### config.mk
export PLATFORM = sky130hd
export DESIGN_NAME = multi_edge_detector
export DESIGN_NICKNAME = d
export VERILOG_FILES = /design/src/rtl/multi_edge_detector.sv
export SDC_FILE = /design/constraint.sdc
export NUM_CORES = 1
export LEC_CHECK = 0
export CORE_UTILIZATION = 61
export DETAILED_ROUTE_END_ITERATION = 6
export DONT_BUFFER_PORTS = 1
export GPL_ROUTABILITY_DRIVEN = 0
export PLACE_DENSITY = 0.77
export SYNTH_ARGS = -nofsm -noshare
export SYNTH_HDL_FRONTEND = slang
export SYNTH_SLANG_ARGS = --single-unit
### constraint.sdc
create_clock -name clk -period 3.4 [get_ports clk]
set_input_delay 1.02 -clock clk [delete_from_list [all_inputs] [get_ports clk]]
set_output_delay 1.02 -clock clk [all_outputs]
set_load 0.1 [all_outputs]
### src/rtl/multi_edge_detector.sv
// Per-channel synchroniser, glitch filter and edge pulser with a sticky write-1-to-clear flag.
// Latency is SYNC_STAGES+FILTER_CYCLES edges from input to level/edge_pulse. There is no backpressure: every accepted edge pulses once.
module multi_edge_detector #(
    parameter int WIDTH         = 4,
    parameter int SYNC_STAGES   = 2,
    parameter int FILTER_CYCLES = 3
) (
    input  logic                 clk,
    input  logic                 rst,
    input  logic [WIDTH-1:0]     in,
    input  logic [2*WIDTH-1:0]   mode,
    input  logic [WIDTH-1:0]     flag_clr,
    output logic [WIDTH-1:0]     level,
    output logic [WIDTH-1:0]     edge_pulse,
    output logic [WIDTH-1:0]     edge_flag,
    output logic                 edge_any
);

    localparam int              CW       = $clog2(FILTER_CYCLES + 1);
    localparam logic [CW-1:0]   CNT_LAST = CW'(FILTER_CYCLES - 1);

    logic [WIDTH-1:0][SYNC_STAGES-1:0] sync_q;
    logic [WIDTH-1:0][CW-1:0]          cnt_q;
    logic [WIDTH-1:0][CW-1:0]          cnt_nxt;
    logic [WIDTH-1:0]                  s;
    logic [WIDTH-1:0]                  level_nxt;
    logic [WIDTH-1:0]                  pulse_nxt;
    logic [WIDTH-1:0]                  flag_nxt;

    always_comb begin
        for (int i = 0; i < WIDTH; i++) begin
            s[i] = sync_q[i][SYNC_STAGES-1];
        end
    end

    // A differing level must be seen for FILTER_CYCLES consecutive cycles; any return to level restarts the count.
    always_comb begin
        level_nxt = level;
        pulse_nxt = '0;
        cnt_nxt   = '0;
        for (int i = 0; i < WIDTH; i++) begin
            if (s[i] != level[i]) begin
                if (cnt_q[i] == CNT_LAST) begin
                    level_nxt[i] = s[i];
                    pulse_nxt[i] = s[i] ? mode[2*i] : mode[2*i+1];
                end else begin
                    cnt_nxt[i] = cnt_q[i] + CW'(1);
                end
            end
        end
        flag_nxt = (edge_flag & ~flag_clr) | pulse_nxt;
    end

    always_ff @(posedge clk or posedge rst) begin
        if (rst) begin
            sync_q     <= '0;
            cnt_q      <= '0;
            level      <= '0;
            edge_pulse <= '0;
            edge_flag  <= '0;
        end else begin
            for (int i = 0; i < WIDTH; i++) begin
                sync_q[i] <= {sync_q[i][SYNC_STAGES-2:0], in[i]};
            end
            cnt_q      <= cnt_nxt;
            level      <= level_nxt;
            edge_pulse <= pulse_nxt;
            edge_flag  <= flag_nxt;
        end
    end

    assign edge_any = |edge_pulse;

endmodule

# After elaboration in Yosys (flattened, before gate mapping)
# Cells that the tools add are included.
[classes]
add_sub_neg = 4
multipliers = 0
div = 0
magnitude_cmp = 0
n_eq_ne = 8
shift = 0
n_mux = 20
bitwise_logic = 3
n_reduce_logical = 5
[op_table]
columns = ["op", "count"]
rows = [
  ["two-way mux 2 bit", 8],
  ["two-way mux 1 bit", 12],
  ["adder 2 x 1 -> 2 bit, second input constant", 4],
  ["== test 2 bit, second input constant", 4],
  ["AND reduction 2 bit", 4],
  ["AND 4 bit", 1],
  ["inequality test 1 bit", 4],
  ["inverter 4 bit", 1],
  ["bitwise OR 4 bit", 1],
  ["OR reduction 4 bit", 1],
]
[totals]
reg_bits = 28
latch_bits = 0
ramBits = 0
rom_bits = 0
inputBits = 18
output_inout_bits = 13
elab_cells = 54
mem_count = 0

# Depth between registers and ports, before layout
# Gate-level depths: netlist (run 1).
[depth]
ltp_word = 4
depth_mapped = 3
depth_no_buf = 3

# Worst setup path before layout (run 1)
# Ideal clock, no wire load.
[synth_timing]
kind = "register -> output"
from = "register edge_pulse[1]"
to = "output edge_any"
arrival_time_ps = 1805
t_required_ps = 2380
slack_ps = 575
path_stages_with_launch = 2
path_buffers = 0
path_cell_list = "dfrtp_1 -> or4_1"
[synth_between]
elab_chain_cells = 1
[synth_lines]
columns = ["item", "line_no", "rtl"]
rows = [
  ["from (decl)", "14", "output logic [WIDTH-1:0] edge_pulse,"],
  ["from (signal assigned)", "67", "edge_pulse <= pulse_nxt;"],
  ["OR reduction 4 bit", "72", "assign edge_any = |edge_pulse;"],
  ["to (decl)", "16", "output logic edge_any"],
]
# No other way between the ends.

# Worst setup path in the final report (run 1)
# Same ends and word-level chain as after synthesis.

==> flow_summary_export.csv, run 1 <==
group,metric,value,unit
clock_network,cts_setup_buffers,0,
timing,setup_tns,0,ns
finish,fin_util,72.5,%
setup_path,start_kind,"flip-flop",
flow_run,drv_cap,0,
setup_path,cp_max_fo,2,
clock_network,clockBufferDepth,2,
floorplanning,dieArea,1870,µm²
route,first_iter_violations,1,
route,final_antenna_net_count,0,
finish,area_delta_synth_final,7.72,%
clock_network,ctsHoldBuffers,0,
finish,nFillCells,110,
clock_network,cts_tree,"done",
power_and_ir_drop,power_density,1000,nW/µm²
timing,setup_viol,0,
finish,regArea,701,µm²
floorplanning,io_pins,31,
floorplanning,start_util,67.3,%
route,routed_wl,1.39,mm
synthesis,synth_top_family_by_area,"simple AND/OR/NAND/NOR gates",
finish,n_antenna_cell,0,
timing,tightest_slew,1.01,ns
clock_network,h-tree-depth,1,
synthesis,synth_nets,92,
synthesis,ys_ff_latch,28,
power_and_ir_drop,pwr-share-comb,22.4,%
clock_network,root_buffer,"clkbuf_4",
global_routing,grt_pass1_wl,2.38,mm
setup_path,critPathSlowestCell,"or4_1",
setup_path,arrival,1.48,ns
clock_network,clkTransAtPathRegs,0.13,ns
timing,slew_headroom,32.8,%
setup_path,worstPathRequired,2.38,ns
timing,maxSlewViolCount,0,
timing,timing.final.hold_violations,0,
timing,fin_skew,0.00321,ns
finish,drive_gt1_share,19.5,%
clock_network,cts_made_buffers,3,
global_routing,grt_max_degree,29,
floorplanning,fp.dieW,43.2,µm
route,drc,0,
synthesis,synth-simple-area-share,17.6,%
global_routing,track_usage,17.6,%
clock_network,clock-sinks,28,
floorplanning,die_height,43.2,µm
power_and_ir_drop,peakVddDrop,0.729,mV
power_and_ir_drop,power_switching_share,49.5,%
route,first_pass_iters,2,
outcome,status,"finished, final reports clean",
placed_design,io_buffers,0,
synthesis,synth_xor_area_share,3.38,%
timing,period_needed,2.50,ns
clock_network,ctsResizeCount,0,
synthesis,ys_seq_area_share,67.6,%
route,wire_per_inst,14.2,µm
synthesis,syn_area_per_cell,14.0,µm²
finish,final_nets,102,
worst_hold_path,hold_path.class,"reg2reg",
power_and_ir_drop,p_leak,0.528,nW
route,vias,556,
setup_path,critPathMaxStageDelay,0.52,ns
synthesis,synth_compound_area_share,5.31,%
power_and_ir_drop,clkPwrFrac,11.1,%
timing,layout_worst_path_cycle_share,73.5,%
setup_path,endpoint_kind,"output pin",
power_and_ir_drop,p_switching,555,µW
synthesis,synth_adder_area_share,0,%
global_routing,antenna_found_initial,0,
floorplanning,num_rows,14,
timing,clock.fmax,400,MHz
synthesis,yosys_warnings,0,
placed_design,dp_hpwl,1.07,mm
power_and_ir_drop,p_seq_share,66.5,%
route,viasPerCell,5.67,
timing,rsz0062_at_grt,"false",
global_routing,grt_pass1_vias,575,
power_and_ir_drop,intPower,566,µW
clock_network,clock_latency,0.31,ns
synthesis,netlist_instances,74,
synthesis,synth_mux_area_share,4.34,%
finish,multi_input_area,318,µm²
synthesis,synth.distinct_cells,13,
floorplanning,coreArea,1540,µm²
global_routing,grt-ovfl-total,0,
setup_path,worst-setup-path-type,"reg2out",
synthesis,netlist_area,1040,µm²
setup_path,crit_chain,"or4_1, buf_4",
worst max-delay path, delay by kind of cell (launching register included):
| kind | cells | cell delay [ns] |
|---|---|---|
| buf+inv | 1 | 0.25 |
| flops | 1 | 0.40 |
| simple gates | 1 | 0.52 |
cell type report:
class                   instances  area share [%]
flip-flops and latches         28            62.7
multi-input cells              41            28.4
repair buffers                  5            3.36
clock buffers                   3            2.02
well taps                      16            1.79
inverters                       5            1.68
cell families (layout without fill, tap and decap cells):
kind of cell,after synthesis,in the layout
xor+xnor,4,4
buf+inv,5,13
flops,28,28
simple gates,25,25
mux,4,4
compound gates,8,8
cells in the mapped netlist:
master	count	area share, %
dfrtp_1	28	68
inv_1	5	1.8
a22o_1	4	3.4
and2_1	4	2.4
mux2_2	4	4.3
nand2_1	4	1.4
nand3b_1	4	2.9
nor2b_4	4	5.3
nor3_1	4	1.9
nor3b_1	4	2.9
o21ai_0	4	1.9
xnor2_1	4	3.4
or4_1	1	0.72
final timing paths:
path                          startpoint      endpoint  depth (start not counted)  slack (ns)
max                        edge_pulse[1]      edge_any                          2        0.90
min                            sync_q[2]          s[1]                          0        0.37
max reg2reg                     level[0]  edge_flag[0]                          2        1.76
min reg2reg                    sync_q[2]          s[1]                          0        0.37
max in group asynchronous            rst          s[0]                          1        2.01
min in group asynchronous            rst      level[1]                          1        0.81
layout by cell type, fill, tap and decap left out, drive strengths merged:
| cell | count |
|---|---|
| clkbuf | 3 |
| nand2 | 4 |
| or4 | 1 |
| nor3b | 4 |
| mux2 | 4 |
| dfrtp | 28 |
| nand3b | 4 |
| and2 | 4 |
| inv | 5 |
| xnor2 | 4 |
| nor3 | 4 |
| buf | 5 |
| nor2b | 4 |
| o21ai | 4 |
| a22o | 4 |
sequential cells by signal, indices dropped and copies added (netlist names):
| name | count |
|---|---|
| edge_pulse | 4 |
| edge_flag | 4 |
| cnt_q | 8 |
| sync_q | 4 |
| level | 4 |
| s | 4 |
per-layer routing:
| layer | global-route usage (%) | vias to the layer above | share of wire (%) |
|---|---|---|---|
| met3 | 5.11 | 0 | 5.1 |
| met1 | 21.9 | 268 | 48 |
| met4 | 5.45 | 0 | 0 |
| li1 | - | 268 | - |
| met2 | 29.6 | 20 | 47 |
| met5 | 0 | - | 0 |
power by group through the flow:
stage	combinational [mW]	sequential [mW]	clock, mW
floorplan	0.183	0.770	0
global placement	0.247	0.746	0
detailed placement	0.254	0.755	0
CTS	0.255	0.747	0.129
global route	0.275	0.762	0.140
finish	0.251	0.746	0.125
per-stage QoR:
step | area, µm² | hold WS (ns) | worst slack [ns] | power [mW] | instances
after floorplan | 1040 | 0.331 | 0.575 | 0.953 | 74
after global placement | 1090 | 0.333 | 1.28 | 0.993 | 95
after detailed placement | 1090 | 0.337 | 1.24 | 1.01 | 95
after CTS | 1120 | 0.368 | 0.879 | 1.13 | 98
after global routing | 1120 | 0.369 | 0.842 | 1.18 | 98
final | 1120 | 0.367 | 0.901 | 1.12 | 98
Note: power is estimated with default switching activity, not from simulation.
==> run 2, diff against run 1 <==
- CORE_UTILIZATION: 61 -> 59
- PLACE_DENSITY: 0.77 -> 0.75
- clock period: 3.4 -> 2.55 ns (I/O delays scaled with it)
==> flow_summary_export.csv, run 2 (synthesized netlist as in run 1, its figures left out) <==
group,metric,value,unit
global_routing,track_usage,19.1,%
setup_path,crit_chain,"or4_4",
route,vias,600,
clock_network,ctsHoldBuffers,0,
setup_path,r2r_setup_slack,0.89,ns
route,first_iter_violations,7,
finish,final_common_cell,"dfrtp_1",
flow_run,drv_cap,0,
setup_path,worstPathRequired,1.79,ns
global_routing,grt_pass1_vias,630,
route,first_pass_iters,7,
timing,setup_tns,0,ns
global_routing,antenna_found_initial,0,
clock_network,cts_made_buffers,3,
worst_hold_path,whs_path_depth,0,
setup_path,endpoint_kind,"output pin",
floorplanning,die_height,43.9,µm
finish,area_delta_synth_final,13.0,%
route,routed_wl,1.52,mm
timing,rsz0062_at_grt,"false",
timing,fin_skew,0.000921,ns
finish,largest_reg_flops,8,
floorplanning,num_rows,14,
clock_network,ctsResizeCount,0,
outcome,failed_checks,"design-rule violations",
finish,multi_input_area,322,µm²
placed_design,io_buffers,0,
timing,fin_hold_ws,0.372,ns
setup_path,r2r-end,"edge_flag[0]",
finish,nFillCells,110,
setup_path,cp-startpoint,"edge_pulse[1]",
clock_network,h-tree-depth,1,
clock_network,clockBufferDepth,2,
timing,setup_ws,0.346,ns
setup_path,reg2regPathDepth,2,
finish,fin_util,74.4,%
clock_network,clock_latency,0.31,ns
clock_network,cts_tree,"done",
global_routing,grt_max_degree,29,
global_routing,grt_pass1_wl,2.59,mm
timing,timing.final.hold_violations,0,
setup_path,crit_end,"edge_any",
setup_path,worst-setup-path-type,"reg2out",
placed_design,placed_cell_area,1140,µm²
finish,n_antenna_cell,0,
clock_network,clkTransAtPathRegs,0.13,ns
timing,maxSlewViolCount,0,
clock_network,clock-sinks,28,
floorplanning,io_pins,31,
setup_path,critPathSlowestCell,"or4_4",
finish,largest-register,"cnt_q",
timing,period_needed,2.20,ns
worst_hold_path,hold_path.class,"reg2reg",
setup_path,arrival,1.44,ns
floorplanning,start_util,65.8,%
power_and_ir_drop,peakVddDrop,1.14,mV
finish,stdcell_area,1170,µm²
timing,clock.fmax,454,MHz
clock_network,cts_setup_buffers,0,
power_and_ir_drop,p_leak,0.560,nW
route,wire_per_inst,14.6,µm
setup_path,start_kind,"flip-flop",
route,drc,2,
finish,drive_gt1_share,26.1,%
setup_path,r2r_start,"level[0]",
power_and_ir_drop,power_density,1340,nW/µm²
placed_design,preCtsSetupSlack,0.698,ns
timing,tightest_slew,0.980,ns
global_routing,grt-ovfl-total,0,
floorplanning,dieArea,1930,µm²
route,viasPerCell,5.77,
floorplanning,coreArea,1580,µm²
clock_network,root_buffer,"clkbuf_4",
setup_path,cp.buffers_inverters,0,
timing,setup_viol,0,
power_and_ir_drop,power,1.57,mW
placed_design,dp_hpwl,1.15,mm
setup_path,crit_family,"simple AND/OR/NAND/NOR gates",
finish,final_nets,107,
floorplanning,fp.dieW,43.9,µm
setup_path,cp_max_fo,2,
timing,slew_headroom,34.6,%
setup_path,crit_cells,1,
finish,stdcell_count,104,
finish,layout_common_cells,"dfrtp_1 (28), buf_4 (10), inv_1 (5)",
outcome,status,"finished, violations left",
placed_design,place_inst,100,
finish,regArea,701,µm²
timing,layout_worst_path_cycle_share,86.4,%
route,final_antenna_net_count,0,
setup_path,critPathMaxStageDelay,0.72,ns
[run 2: layer usage]
| layer | global-route usage [%] | share of wire [%] | up-vias |
|---|---|---|---|
| li1 | - | - | 278 |
| met1 | 24.8 | 44 | 298 |
| met2 | 31.0 | 50 | 24 |
| met3 | 5.42 | 5.8 | 0 |
| met4 | 7.27 | 0 | 0 |
| met5 | 0 | 0 | - |
[run 2: how the worst min path moves through the flow]
stage          endpoint       from  slack, ns
5_1_grt            s[3]  sync_q[6]       0.39
6_report           s[1]  sync_q[2]       0.37
2_1_floorplan      s[0]  sync_q[0]       0.33
3_3_place_gp       s[1]  sync_q[2]       0.34
4_1_cts            s[1]  sync_q[2]       0.37
3_5_place_dp       s[2]  sync_q[4]       0.34
[run 2: report_power, final]
group | internal (mW) | leakage, nW | switching (mW)
Sequential | 0.549 | 0.356 | 0.290
Clock | 0.0872 | 0.0210 | 0.115
Combinational | 0.179 | 0.183 | 0.347
Total | 0.815 | 0.560 | 0.753
[run 2: worst reg2reg max path, stage by stage (launching register included)]
cell and delay [ns]:
dfrtp_1 1.01, o21ai_0 0.29, a22o_1 0.26
[run 2: layout make-up]
type	count	share of cell area [%]
sequential	28	59.8
multi-input combinational	41	27.4
timing repair buffer	10	6.40
clock buffer	4	3.09
tap	16	1.71
inverter	5	1.60
